## src/rtl/core_pkg.sv

```systemverilog
// -----------------------------------------------------------------------------
// core_pkg
// Shared constants for the 5-stage RISC-V core pipeline.
//   XLEN / RA_W        : datapath and register-address widths
//   FWD_RF/FWD_W/FWD_M : forward-select encodings used by the execute stage
//   RES_ALU/LOAD/PC4   : result-source encodings
//   FWD_EN             : 1 when built with `define EX_FORWARD_EN, else 0.
//                        With forwarding off, RAW hazards against E and M are
//                        resolved by stalling instead.
// -----------------------------------------------------------------------------
package core_pkg;

  localparam int XLEN = 32;
  localparam int RA_W = 5;

  localparam logic [1:0] FWD_RF = 2'b00;
  localparam logic [1:0] FWD_W  = 2'b01;
  localparam logic [1:0] FWD_M  = 2'b10;

  localparam logic [1:0] RES_ALU  = 2'b00;
  localparam logic [1:0] RES_LOAD = 2'b01;
  localparam logic [1:0] RES_PC4  = 2'b10;

`ifdef EX_FORWARD_EN
  localparam bit FWD_EN = 1'b1;
`else
  localparam bit FWD_EN = 1'b0;
`endif

endpackage

```

## src/rtl/id_ex_stage_if.sv

```systemverilog
// -----------------------------------------------------------------------------
// id_ex_stage_if
// Bundle between decode / later stages and the decode-to-execute stage.
//   master : whoever drives decode operands, M/W feedback and stall/flush
//   slave  : the id_ex_stage itself
// Decode side  : *_d operands and control, stall_e, flush_e
// Feedback     : rd_m, reg_write_m, alu_result_m, rd_w, reg_write_w, result_w
// Execute side : src_a_e, src_b_e, write_data_e, registered copies, forward
//                selects, load_use_stall, plus rs1_e/rs2_e so hazard checkers
//                can observe the registered source addresses.
// Handshake: there is no valid/ready pair. Each rising edge the stage either
// accepts decode (stall_e=0), holds (stall_e=1) or takes a bubble (flush_e=1,
// which wins over stall_e); load_use_stall is the backpressure to decode.
// -----------------------------------------------------------------------------
interface id_ex_stage_if #(
  parameter int XLEN = core_pkg::XLEN,
  parameter int RA_W = core_pkg::RA_W
);
  logic            stall_e;
  logic            flush_e;
  logic [XLEN-1:0] rd1_d;
  logic [XLEN-1:0] rd2_d;
  logic [XLEN-1:0] imm_ext_d;
  logic [XLEN-1:0] pc_d;
  logic [XLEN-1:0] pc_plus4_d;
  logic [RA_W-1:0] rs1_d;
  logic [RA_W-1:0] rs2_d;
  logic [RA_W-1:0] rd_d;
  logic [2:0]      alu_control_d;
  logic            alu_src_d;
  logic            reg_write_d;
  logic            mem_write_d;
  logic            branch_d;
  logic            jump_d;
  logic [1:0]      result_src_d;

  logic [RA_W-1:0] rd_m;
  logic            reg_write_m;
  logic [XLEN-1:0] alu_result_m;
  logic [RA_W-1:0] rd_w;
  logic            reg_write_w;
  logic [XLEN-1:0] result_w;

  logic [XLEN-1:0] src_a_e;
  logic [XLEN-1:0] src_b_e;
  logic [2:0]      alu_control_e;
  logic [XLEN-1:0] write_data_e;
  logic [XLEN-1:0] pc_e;
  logic [XLEN-1:0] imm_ext_e;
  logic [XLEN-1:0] pc_plus4_e;
  logic [RA_W-1:0] rd_e;
  logic [RA_W-1:0] rs1_e;
  logic [RA_W-1:0] rs2_e;
  logic            reg_write_e;
  logic            mem_write_e;
  logic            branch_e;
  logic            jump_e;
  logic [1:0]      result_src_e;
  logic [1:0]      forward_a_e;
  logic [1:0]      forward_b_e;
  logic            load_use_stall;

  modport master (
    output stall_e, flush_e, rd1_d, rd2_d, imm_ext_d, pc_d, pc_plus4_d,
           rs1_d, rs2_d, rd_d, alu_control_d, alu_src_d, reg_write_d,
           mem_write_d, branch_d, jump_d, result_src_d,
           rd_m, reg_write_m, alu_result_m, rd_w, reg_write_w, result_w,
    input  src_a_e, src_b_e, alu_control_e, write_data_e, pc_e, imm_ext_e,
           pc_plus4_e, rd_e, rs1_e, rs2_e, reg_write_e, mem_write_e,
           branch_e, jump_e, result_src_e, forward_a_e, forward_b_e,
           load_use_stall
  );

  modport slave (
    input  stall_e, flush_e, rd1_d, rd2_d, imm_ext_d, pc_d, pc_plus4_d,
           rs1_d, rs2_d, rd_d, alu_control_d, alu_src_d, reg_write_d,
           mem_write_d, branch_d, jump_d, result_src_d,
           rd_m, reg_write_m, alu_result_m, rd_w, reg_write_w, result_w,
    output src_a_e, src_b_e, alu_control_e, write_data_e, pc_e, imm_ext_e,
           pc_plus4_e, rd_e, rs1_e, rs2_e, reg_write_e, mem_write_e,
           branch_e, jump_e, result_src_e, forward_a_e, forward_b_e,
           load_use_stall
  );
endinterface

```

## src/rtl/id_ex_stage_forwarding_unit.sv

```systemverilog
// -----------------------------------------------------------------------------
// forwarding_unit
// Purely combinational forward-select generation for the execute stage.
//   rs1_e_i, rs2_e_i         : registered source addresses in E
//   rd_m_i, reg_write_m_i    : M-stage destination and write enable
//   rd_w_i, reg_write_w_i    : W-stage destination and write enable
//   forward_a_e_o/b_e_o      : FWD_M (newest value) over FWD_W over FWD_RF
// x0 is never forwarded: it reads as zero regardless of pending writes.
// -----------------------------------------------------------------------------
module forwarding_unit
  import core_pkg::*;
#(
  parameter int RA_W = core_pkg::RA_W
) (
  input  logic [RA_W-1:0] rs1_e_i,
  input  logic [RA_W-1:0] rs2_e_i,
  input  logic [RA_W-1:0] rd_m_i,
  input  logic            reg_write_m_i,
  input  logic [RA_W-1:0] rd_w_i,
  input  logic            reg_write_w_i,
  output logic [1:0]      forward_a_e_o,
  output logic [1:0]      forward_b_e_o
);

  function automatic logic [1:0] fwd_sel(
    input logic [RA_W-1:0] rs,
    input logic [RA_W-1:0] rd_m,
    input logic            we_m,
    input logic [RA_W-1:0] rd_w,
    input logic            we_w
  );
    logic [1:0] sel;
    sel = FWD_RF;
    if (rs != '0) begin
      if (we_m && (rd_m == rs)) begin
        sel = FWD_M;
      end else if (we_w && (rd_w == rs)) begin
        sel = FWD_W;
      end
    end
    return sel;
  endfunction

  assign forward_a_e_o = fwd_sel(rs1_e_i, rd_m_i, reg_write_m_i, rd_w_i, reg_write_w_i);
  assign forward_b_e_o = fwd_sel(rs2_e_i, rd_m_i, reg_write_m_i, rd_w_i, reg_write_w_i);

endmodule

```

## src/rtl/id_ex_stage.sv

```systemverilog
// -----------------------------------------------------------------------------
// id_ex_stage
// Decode-to-execute pipeline register with hazard resolution, feeding the ALU.
//   clk, rst : rising-edge clock, synchronous active-high reset
//   ex_if    : id_ex_stage_if.slave (decode inputs, M/W feedback, E outputs)
// The E register captures every decode field. rst and flush_e load an all-zero
// bubble (flush wins over stall_e); stall_e holds the register.
// Operand A, store data and operand B are built from the registered operands,
// optionally replaced by M/W results when a forward select hits.
// Build option: `define EX_FORWARD_EN enables forwarding. Without it the
// forward selects stay FWD_RF and load_use_stall also covers every RAW hazard
// against the instructions currently in E and M.
// -----------------------------------------------------------------------------
module id_ex_stage
  import core_pkg::*;
#(
  parameter int XLEN = core_pkg::XLEN,
  parameter int RA_W = core_pkg::RA_W
) (
  input  logic          clk,
  input  logic          rst,
  id_ex_stage_if.slave  ex_if
);

  typedef struct packed {
    logic [XLEN-1:0] rd1;
    logic [XLEN-1:0] rd2;
    logic [XLEN-1:0] imm_ext;
    logic [XLEN-1:0] pc;
    logic [XLEN-1:0] pc_plus4;
    logic [RA_W-1:0] rs1;
    logic [RA_W-1:0] rs2;
    logic [RA_W-1:0] rd;
    logic [2:0]      alu_control;
    logic            alu_src;
    logic            reg_write;
    logic            mem_write;
    logic            branch;
    logic            jump;
    logic [1:0]      result_src;
  } ex_reg_t;

  ex_reg_t e_q;
  ex_reg_t e_d;

  logic [1:0]      fu_fwd_a;
  logic [1:0]      fu_fwd_b;
  logic [1:0]      fwd_a;
  logic [1:0]      fwd_b;
  logic [XLEN-1:0] src_a;
  logic [XLEN-1:0] write_data;
  logic            load_hit;
  logic            raw_e_hit;
  logic            raw_m_hit;

  // ---------------------------------------------------------------------------
  // E register
  // ---------------------------------------------------------------------------
  always_comb begin
    e_d             = '0;
    e_d.rd1         = ex_if.rd1_d;
    e_d.rd2         = ex_if.rd2_d;
    e_d.imm_ext     = ex_if.imm_ext_d;
    e_d.pc          = ex_if.pc_d;
    e_d.pc_plus4    = ex_if.pc_plus4_d;
    e_d.rs1         = ex_if.rs1_d;
    e_d.rs2         = ex_if.rs2_d;
    e_d.rd          = ex_if.rd_d;
    e_d.alu_control = ex_if.alu_control_d;
    e_d.alu_src     = ex_if.alu_src_d;
    e_d.reg_write   = ex_if.reg_write_d;
    e_d.mem_write   = ex_if.mem_write_d;
    e_d.branch      = ex_if.branch_d;
    e_d.jump        = ex_if.jump_d;
    e_d.result_src  = ex_if.result_src_d;
  end

  // A flush arriving while stalled discards the held instruction.
  always_ff @(posedge clk) begin
    if (rst || ex_if.flush_e) begin
      e_q <= '0;
    end else if (!ex_if.stall_e) begin
      e_q <= e_d;
    end
  end

  // ---------------------------------------------------------------------------
  // Forwarding
  // ---------------------------------------------------------------------------
  forwarding_unit #(
    .RA_W (RA_W)
  ) u_fwd (
    .rs1_e_i       (e_q.rs1),
    .rs2_e_i       (e_q.rs2),
    .rd_m_i        (ex_if.rd_m),
    .reg_write_m_i (ex_if.reg_write_m),
    .rd_w_i        (ex_if.rd_w),
    .reg_write_w_i (ex_if.reg_write_w),
    .forward_a_e_o (fu_fwd_a),
    .forward_b_e_o (fu_fwd_b)
  );

  assign fwd_a = FWD_EN ? fu_fwd_a : FWD_RF;
  assign fwd_b = FWD_EN ? fu_fwd_b : FWD_RF;

  always_comb begin
    src_a = e_q.rd1;
    case (fwd_a)
      FWD_M:   src_a = ex_if.alu_result_m;
      FWD_W:   src_a = ex_if.result_w;
      default: src_a = e_q.rd1;
    endcase
  end

  always_comb begin
    write_data = e_q.rd2;
    case (fwd_b)
      FWD_M:   write_data = ex_if.alu_result_m;
      FWD_W:   write_data = ex_if.result_w;
      default: write_data = e_q.rd2;
    endcase
  end

  // ---------------------------------------------------------------------------
  // Stall request to fetch/decode
  // ---------------------------------------------------------------------------
  assign load_hit  = (e_q.result_src == RES_LOAD) && (e_q.rd != '0) &&
                     ((e_q.rd == ex_if.rs1_d) || (e_q.rd == ex_if.rs2_d));
  assign raw_e_hit = e_q.reg_write && (e_q.rd != '0) &&
                     ((e_q.rd == ex_if.rs1_d) || (e_q.rd == ex_if.rs2_d));
  assign raw_m_hit = ex_if.reg_write_m && (ex_if.rd_m != '0) &&
                     ((ex_if.rd_m == ex_if.rs1_d) || (ex_if.rd_m == ex_if.rs2_d));

  // Gated by rst so M-stage feedback cannot raise a request while the core
  // is still in reset.
  assign ex_if.load_use_stall = !rst &&
                                (load_hit || (!FWD_EN && (raw_e_hit || raw_m_hit)));

  // ---------------------------------------------------------------------------
  // Outputs
  // ---------------------------------------------------------------------------
  assign ex_if.src_a_e       = src_a;
  assign ex_if.write_data_e  = write_data;
  assign ex_if.src_b_e       = e_q.alu_src ? e_q.imm_ext : write_data;
  assign ex_if.alu_control_e = e_q.alu_control;
  assign ex_if.pc_e          = e_q.pc;
  assign ex_if.imm_ext_e     = e_q.imm_ext;
  assign ex_if.pc_plus4_e    = e_q.pc_plus4;
  assign ex_if.rd_e          = e_q.rd;
  assign ex_if.rs1_e         = e_q.rs1;
  assign ex_if.rs2_e         = e_q.rs2;
  assign ex_if.reg_write_e   = e_q.reg_write;
  assign ex_if.mem_write_e   = e_q.mem_write;
  assign ex_if.branch_e      = e_q.branch;
  assign ex_if.jump_e        = e_q.jump;
  assign ex_if.result_src_e  = e_q.result_src;
  assign ex_if.forward_a_e   = fwd_a;
  assign ex_if.forward_b_e   = fwd_b;

endmodule

```

## src/flat_wrapper.sv

```systemverilog
// flat-port wrapper written by rule: the top's interface ports become plain ports
module id_ex_stage_flat import core_pkg::*;
#(
  parameter int XLEN = core_pkg::XLEN,
  parameter int RA_W = core_pkg::RA_W
)
  (clk, rst, ex_if_stall_e, ex_if_flush_e, ex_if_rd1_d, ex_if_rd2_d, ex_if_imm_ext_d, ex_if_pc_d, ex_if_pc_plus4_d, ex_if_rs1_d, ex_if_rs2_d, ex_if_rd_d, ex_if_alu_control_d, ex_if_alu_src_d, ex_if_reg_write_d, ex_if_mem_write_d, ex_if_branch_d, ex_if_jump_d, ex_if_result_src_d, ex_if_rd_m, ex_if_reg_write_m, ex_if_alu_result_m, ex_if_rd_w, ex_if_reg_write_w, ex_if_result_w, ex_if_src_a_e, ex_if_src_b_e, ex_if_alu_control_e, ex_if_write_data_e, ex_if_pc_e, ex_if_imm_ext_e, ex_if_pc_plus4_e, ex_if_rd_e, ex_if_rs1_e, ex_if_rs2_e, ex_if_reg_write_e, ex_if_mem_write_e, ex_if_branch_e, ex_if_jump_e, ex_if_result_src_e, ex_if_forward_a_e, ex_if_forward_b_e, ex_if_load_use_stall);
  id_ex_stage_if #(.XLEN(XLEN), .RA_W(RA_W)) ex_if_i ();
  input  logic clk;
  input  logic rst;
  input wire logic [$bits(ex_if_i.stall_e)-1:0] ex_if_stall_e;
  input wire logic [$bits(ex_if_i.flush_e)-1:0] ex_if_flush_e;
  input wire logic [$bits(ex_if_i.rd1_d)-1:0] ex_if_rd1_d;
  input wire logic [$bits(ex_if_i.rd2_d)-1:0] ex_if_rd2_d;
  input wire logic [$bits(ex_if_i.imm_ext_d)-1:0] ex_if_imm_ext_d;
  input wire logic [$bits(ex_if_i.pc_d)-1:0] ex_if_pc_d;
  input wire logic [$bits(ex_if_i.pc_plus4_d)-1:0] ex_if_pc_plus4_d;
  input wire logic [$bits(ex_if_i.rs1_d)-1:0] ex_if_rs1_d;
  input wire logic [$bits(ex_if_i.rs2_d)-1:0] ex_if_rs2_d;
  input wire logic [$bits(ex_if_i.rd_d)-1:0] ex_if_rd_d;
  input wire logic [$bits(ex_if_i.alu_control_d)-1:0] ex_if_alu_control_d;
  input wire logic [$bits(ex_if_i.alu_src_d)-1:0] ex_if_alu_src_d;
  input wire logic [$bits(ex_if_i.reg_write_d)-1:0] ex_if_reg_write_d;
  input wire logic [$bits(ex_if_i.mem_write_d)-1:0] ex_if_mem_write_d;
  input wire logic [$bits(ex_if_i.branch_d)-1:0] ex_if_branch_d;
  input wire logic [$bits(ex_if_i.jump_d)-1:0] ex_if_jump_d;
  input wire logic [$bits(ex_if_i.result_src_d)-1:0] ex_if_result_src_d;
  input wire logic [$bits(ex_if_i.rd_m)-1:0] ex_if_rd_m;
  input wire logic [$bits(ex_if_i.reg_write_m)-1:0] ex_if_reg_write_m;
  input wire logic [$bits(ex_if_i.alu_result_m)-1:0] ex_if_alu_result_m;
  input wire logic [$bits(ex_if_i.rd_w)-1:0] ex_if_rd_w;
  input wire logic [$bits(ex_if_i.reg_write_w)-1:0] ex_if_reg_write_w;
  input wire logic [$bits(ex_if_i.result_w)-1:0] ex_if_result_w;
  output wire logic [$bits(ex_if_i.src_a_e)-1:0] ex_if_src_a_e;
  output wire logic [$bits(ex_if_i.src_b_e)-1:0] ex_if_src_b_e;
  output wire logic [$bits(ex_if_i.alu_control_e)-1:0] ex_if_alu_control_e;
  output wire logic [$bits(ex_if_i.write_data_e)-1:0] ex_if_write_data_e;
  output wire logic [$bits(ex_if_i.pc_e)-1:0] ex_if_pc_e;
  output wire logic [$bits(ex_if_i.imm_ext_e)-1:0] ex_if_imm_ext_e;
  output wire logic [$bits(ex_if_i.pc_plus4_e)-1:0] ex_if_pc_plus4_e;
  output wire logic [$bits(ex_if_i.rd_e)-1:0] ex_if_rd_e;
  output wire logic [$bits(ex_if_i.rs1_e)-1:0] ex_if_rs1_e;
  output wire logic [$bits(ex_if_i.rs2_e)-1:0] ex_if_rs2_e;
  output wire logic [$bits(ex_if_i.reg_write_e)-1:0] ex_if_reg_write_e;
  output wire logic [$bits(ex_if_i.mem_write_e)-1:0] ex_if_mem_write_e;
  output wire logic [$bits(ex_if_i.branch_e)-1:0] ex_if_branch_e;
  output wire logic [$bits(ex_if_i.jump_e)-1:0] ex_if_jump_e;
  output wire logic [$bits(ex_if_i.result_src_e)-1:0] ex_if_result_src_e;
  output wire logic [$bits(ex_if_i.forward_a_e)-1:0] ex_if_forward_a_e;
  output wire logic [$bits(ex_if_i.forward_b_e)-1:0] ex_if_forward_b_e;
  output wire logic [$bits(ex_if_i.load_use_stall)-1:0] ex_if_load_use_stall;
  assign ex_if_i.stall_e = ex_if_stall_e;
  assign ex_if_i.flush_e = ex_if_flush_e;
  assign ex_if_i.rd1_d = ex_if_rd1_d;
  assign ex_if_i.rd2_d = ex_if_rd2_d;
  assign ex_if_i.imm_ext_d = ex_if_imm_ext_d;
  assign ex_if_i.pc_d = ex_if_pc_d;
  assign ex_if_i.pc_plus4_d = ex_if_pc_plus4_d;
  assign ex_if_i.rs1_d = ex_if_rs1_d;
  assign ex_if_i.rs2_d = ex_if_rs2_d;
  assign ex_if_i.rd_d = ex_if_rd_d;
  assign ex_if_i.alu_control_d = ex_if_alu_control_d;
  assign ex_if_i.alu_src_d = ex_if_alu_src_d;
  assign ex_if_i.reg_write_d = ex_if_reg_write_d;
  assign ex_if_i.mem_write_d = ex_if_mem_write_d;
  assign ex_if_i.branch_d = ex_if_branch_d;
  assign ex_if_i.jump_d = ex_if_jump_d;
  assign ex_if_i.result_src_d = ex_if_result_src_d;
  assign ex_if_i.rd_m = ex_if_rd_m;
  assign ex_if_i.reg_write_m = ex_if_reg_write_m;
  assign ex_if_i.alu_result_m = ex_if_alu_result_m;
  assign ex_if_i.rd_w = ex_if_rd_w;
  assign ex_if_i.reg_write_w = ex_if_reg_write_w;
  assign ex_if_i.result_w = ex_if_result_w;
  assign ex_if_src_a_e = ex_if_i.src_a_e;
  assign ex_if_src_b_e = ex_if_i.src_b_e;
  assign ex_if_alu_control_e = ex_if_i.alu_control_e;
  assign ex_if_write_data_e = ex_if_i.write_data_e;
  assign ex_if_pc_e = ex_if_i.pc_e;
  assign ex_if_imm_ext_e = ex_if_i.imm_ext_e;
  assign ex_if_pc_plus4_e = ex_if_i.pc_plus4_e;
  assign ex_if_rd_e = ex_if_i.rd_e;
  assign ex_if_rs1_e = ex_if_i.rs1_e;
  assign ex_if_rs2_e = ex_if_i.rs2_e;
  assign ex_if_reg_write_e = ex_if_i.reg_write_e;
  assign ex_if_mem_write_e = ex_if_i.mem_write_e;
  assign ex_if_branch_e = ex_if_i.branch_e;
  assign ex_if_jump_e = ex_if_i.jump_e;
  assign ex_if_result_src_e = ex_if_i.result_src_e;
  assign ex_if_forward_a_e = ex_if_i.forward_a_e;
  assign ex_if_forward_b_e = ex_if_i.forward_b_e;
  assign ex_if_load_use_stall = ex_if_i.load_use_stall;
  id_ex_stage #(.XLEN(XLEN), .RA_W(RA_W)) u_core (.clk(clk), .rst(rst), .ex_if(ex_if_i));
endmodule
```

## config.mk

```make
export PLATFORM = sky130hd
export DESIGN_NAME = id_ex_stage_flat
export DESIGN_NICKNAME = d
export VERILOG_FILES = /design/src/rtl/core_pkg.sv /design/src/rtl/id_ex_stage_if.sv /design/src/rtl/id_ex_stage_forwarding_unit.sv /design/src/rtl/id_ex_stage.sv /design/src/flat_wrapper.sv
export SDC_FILE = /design/constraint.sdc
export NUM_CORES = 1
export LEC_CHECK = 0
export CELL_PAD_IN_SITES_DETAIL_PLACEMENT = 0
export CELL_PAD_IN_SITES_GLOBAL_PLACEMENT = 1
export CORE_AREA = 2 2 188 190
export DETAILED_ROUTE_END_ITERATION = 12
export DIE_AREA = 0 0 190 192
export PLACE_DENSITY = 0.77
export REMOVE_ABC_BUFFERS = 1
export SYNTH_ARGS = -nofsm -noshare
export SYNTH_HDL_FRONTEND = slang
export SYNTH_HIERARCHICAL = 1
export SYNTH_SLANG_ARGS = --single-unit
```

## constraint.sdc

```tcl
create_clock -name clk -period 2 [get_ports clk]
set_input_delay 0.3 -clock clk [delete_from_list [all_inputs] [get_ports clk]]
set_output_delay 0.3 -clock clk [all_outputs]
set_load 0.02 [all_outputs]
```

==> impl_results.md <==
- Critical Path Start: u_core/ex_if.rd_e[0]
- Number of synthesized register bits: 185
- Drt first pass iters: 4
- CP endpoint: ex_if_load_use_stall
- Buffer depth of the longest clock path: 2
- Pwr Total: 8810 uW
- Sequential fraction of the synthesis area: 43.6%
- Cell type with the highest aggregate area in the netlist: dfxtp_1
- Outcome: finished with violations
- Vias in the first global route: 6330
- Pwr/cell area: 707 nW/um2
- Hold Fails Final Rpt: 0
- Initial DRC Count: 196
- Largest net degree at the start of global routing: 72
- Switching Share: 25.5%
- Clock Skew: 0 ps
- Max FO, Critical Path: 2
- Core Rows: 68
- Post-Synth Simple-Gate Area: 9.07%
- Diodes inserted: 0
- CTS tree: done
- Avg Vias per Cell: 4.02
- Final Cell Area: 12500 um2
- Largest family of logic cells by synthesized area: multiplexers
- Total track usage: 12.6%
- Cell count of the worst reg-to-reg path: 3
- Setup crit end kind: primary output
- Detail Route Antenna Nets: 0
- Cell area after placement: 12000 um2
- Final Cycle Share: 105%
- Final slew viol count: 0
- P_int: 6570 uW
- Crit path buf inv count: 1
- Unrepaired setup endpoints after global routing: yes
- Critical Path Source Type: flip-flop
- CP max stage cell: or4_1
- DIE WIDTH: 190 um
- Post-Place Worst Slack: -536 ps
- Flop pwr share: 44.1%
- Syn Area/Cell: 9.91 um2
- Via count: 6268
- CTS Buf Count: 17
- CP Class: reg2out
- Commonest non-fill, non-tap cell in the layout: clkdlybuf4s50_1
- Height of the die: 192 um
- Hpwl dp: 17700 um
- XOR/XNOR Fraction of Synth Area: 2.06%
- Violated checks: negative setup slack
- Initial antenna violation count: 0
- RePlAce Congestion: 0.799
- I/O Buffers: 411
- Most frequent cells in the layout: clkdlybuf4s50_1, nor2_1, mux2i_1
- H-tree depth: 4
- Filler instances: 3441
- Clock power frac: 39.3%
- Sink Count: 185
- Top-Level Pins: 486
- Avg WL per Cell: 15.3 um
- First-pass GRT wire length: 35700 um
- Library cells used by synthesis: 19
- Worst skew pair latency: 430 ps
- Total wire length: 23800 um
- Worst endpoint required time: 1700 ps
- Finish-stage setup viols: 1
- Largest cells by area after synthesis: dfxtp_1, mux2i_1, buf_4
- Fin nets: 1358
- YS warnings: 6
- Fin crit period: 2110 ps
- Clock Pin Slew Worst Setup and Hold Paths: 70 ps
- Synth Instances: 858
- Drc violations: 0
- Post-Syn Area: 8500 um2
- CP top delay family: simple AND/OR/NAND/NOR gates
- Crit path arrival time: 1810 ps
- Pleak: 0.00516 uW
- Final setup margin: -106 ps
- GRT overflow: 0
- Flop-to-flop setup slack: 1140 ps
- NetSw: 2240 uW
- Worst Hold Class: in2reg
- Cell count along the critical path: 5
- Compound-Gate Fraction of Synth Area: 0.309%
- Max frequency: 475 MHz
- Initial core utilization: 24.8%
- Area growth syn-to-layout: 46.5%
- Max Cap Violations: 0
- Synth Area in Adders: 0%
- Core Footprint: 34300 um2
- Critical R2R Launch: u_core/e_q[6]
- Highest cell delay on the worst timing path: 490 ps
- Peak supply drop: 0.000544 V
- Clk root buf: clkbuf_16
- Post-synthesis mux area share: 26.0%
- Comb pwr share: 16.6%
- Top-area cell type share of the netlist area: 43.6%
- Fraction of layout cells with a size suffix above 1: 11.9%
- CTS Hold Bufs: 0
- Worst path cell trace: or4_1, nor2_1, nor3_1, a22o_1, buf_6
- Die footprint: 36500 um2
- Reg-to-Reg End: u_core/e_q[6]
==> logic make-up (layout without fill, tap and decap cells) <==
| group | Yosys count | in the layout |
|---|---|---|
| compound gates | 4 | 4 |
| xor+xnor | 20 | 20 |
| buf+inv | 231 | 475 |
| flops | 185 | 185 |
| mux | 217 | 217 |
| other cells | 1 | 4 |
| simple gates | 200 | 200 |
==> registers in the layout, indices dropped and copies added, names as in the netlist, 2 cells and up <==
register / flops
u_core/ex_if.pc_plus4_e: 32
u_core/ex_if.rd_e: 5
u_core/e_q: 65
u_core/ex_if.alu_control_e: 3
u_core/ex_if.pc_e: 32
u_core/ex_if.imm_ext_e: 32
u_core/ex_if.rs1_e: 5
u_core/ex_if.rs2_e: 5
u_core/ex_if.result_src_e: 2
==> stage by stage <==
stage | TNS (ps) | hold slack, ps | utilization [%] | std cells
3_5_place_dp | -536 | 487 | 34.9 | 1527
5_1_grt | -194 | 362 | 36.3 | 1560
4_1_cts | -165 | 339 | 36.6 | 1558
2_1_floorplan | -46040 | 444 | - | 631
6_report | -106 | 370 | 36.3 | 1560
3_3_place_gp | -493 | 473 | 34.9 | 1527
==> worst min path at each step <==
stage / from / end / slack, ps / cells after the start
final: ex_if_stall_e / u_core/e_q[127] / 370 / 3
after global routing: ex_if_stall_e / u_core/e_q[145] / 360 / 3
after CTS: ex_if_stall_e / u_core/e_q[127] / 340 / 3
after detailed placement: u_core/ex_if.pc_plus4_e[15] / u_core/ex_if.pc_plus4_e[15] / 490 / 2
after global placement: u_core/ex_if.pc_e[19] / u_core/ex_if.pc_e[19] / 470 / 2
after floorplan: ex_if_rd2_d[0] / u_core/e_q[121] / 440 / 2
==> per-layer routing <==
| metal | wire (um) | GRT usage [%] | vias up |
|---|---|---|---|
| li1 | - | - | 3089 |
| met3 | 1890 | 4.40 | 19 |
| met4 | 401 | 4.80 | 0 |
| met1 | 9950 | 14.8 | 2917 |
| met2 | 11600 | 21.2 | 243 |
| met5 | 0 | 0 | - |
==> power groups by stage <==
stage	registers, uW	logic (uW)	clock network, uW
finish	3890	1470	3460
global route	3900	1570	3760
CTS	3880	1480	3640
detailed placement	3970	1490	0
global placement	3960	1480	0
floorplan	4110	408	0
==> synth_stat cells <==
| library cell | count |
|---|---|
| nor3_1 | 1 |
| mux2i_1 | 185 |
| inv_1 | 1 |
| a22o_1 | 1 |
| buf_4 | 185 |
| mux2_2 | 32 |
| or4_1 | 2 |
| o22ai_1 | 2 |
| nor2_1 | 187 |
| or2_2 | 1 |
| buf_2 | 39 |
| conb_1 | 1 |
| nor3b_1 | 1 |
| xnor2_1 | 20 |
| nand3_1 | 4 |
| a21oi_1 | 1 |
| nand2_1 | 4 |
| dfxtp_1 | 185 |
| clkbuf_1 | 6 |
==> final cells by class <==
type                       instances  area (um2)  area share [%]
timing repair buffer             443        4390            35.2
sequential                       185        3710            29.8
multi-input combinational        445        3200            25.7
tap                              455         569            4.57
clock buffer                      19         453            3.64
clock inverter                    12         135            1.08
inverter                           1        3.75          0.0301
==> worst register-to-register path: stages (launching register included) <==
cell and delay, ps:
dfxtp_4 400, clkbuf_16 190, mux2i_1 130, nor2_1 50
==> what timing repair did <==
| action | in CTS | in global routing |
|---|---|---|
| pin swaps | 0 | 3 |
| gates cloned | 0 | 2 |
| gates resized for setup | 53 | 55 |
| setup endpoints to repair | 33 | 23 |
| buffers inserted | 0 | 0 |
(Power assumes the default switching activity.)
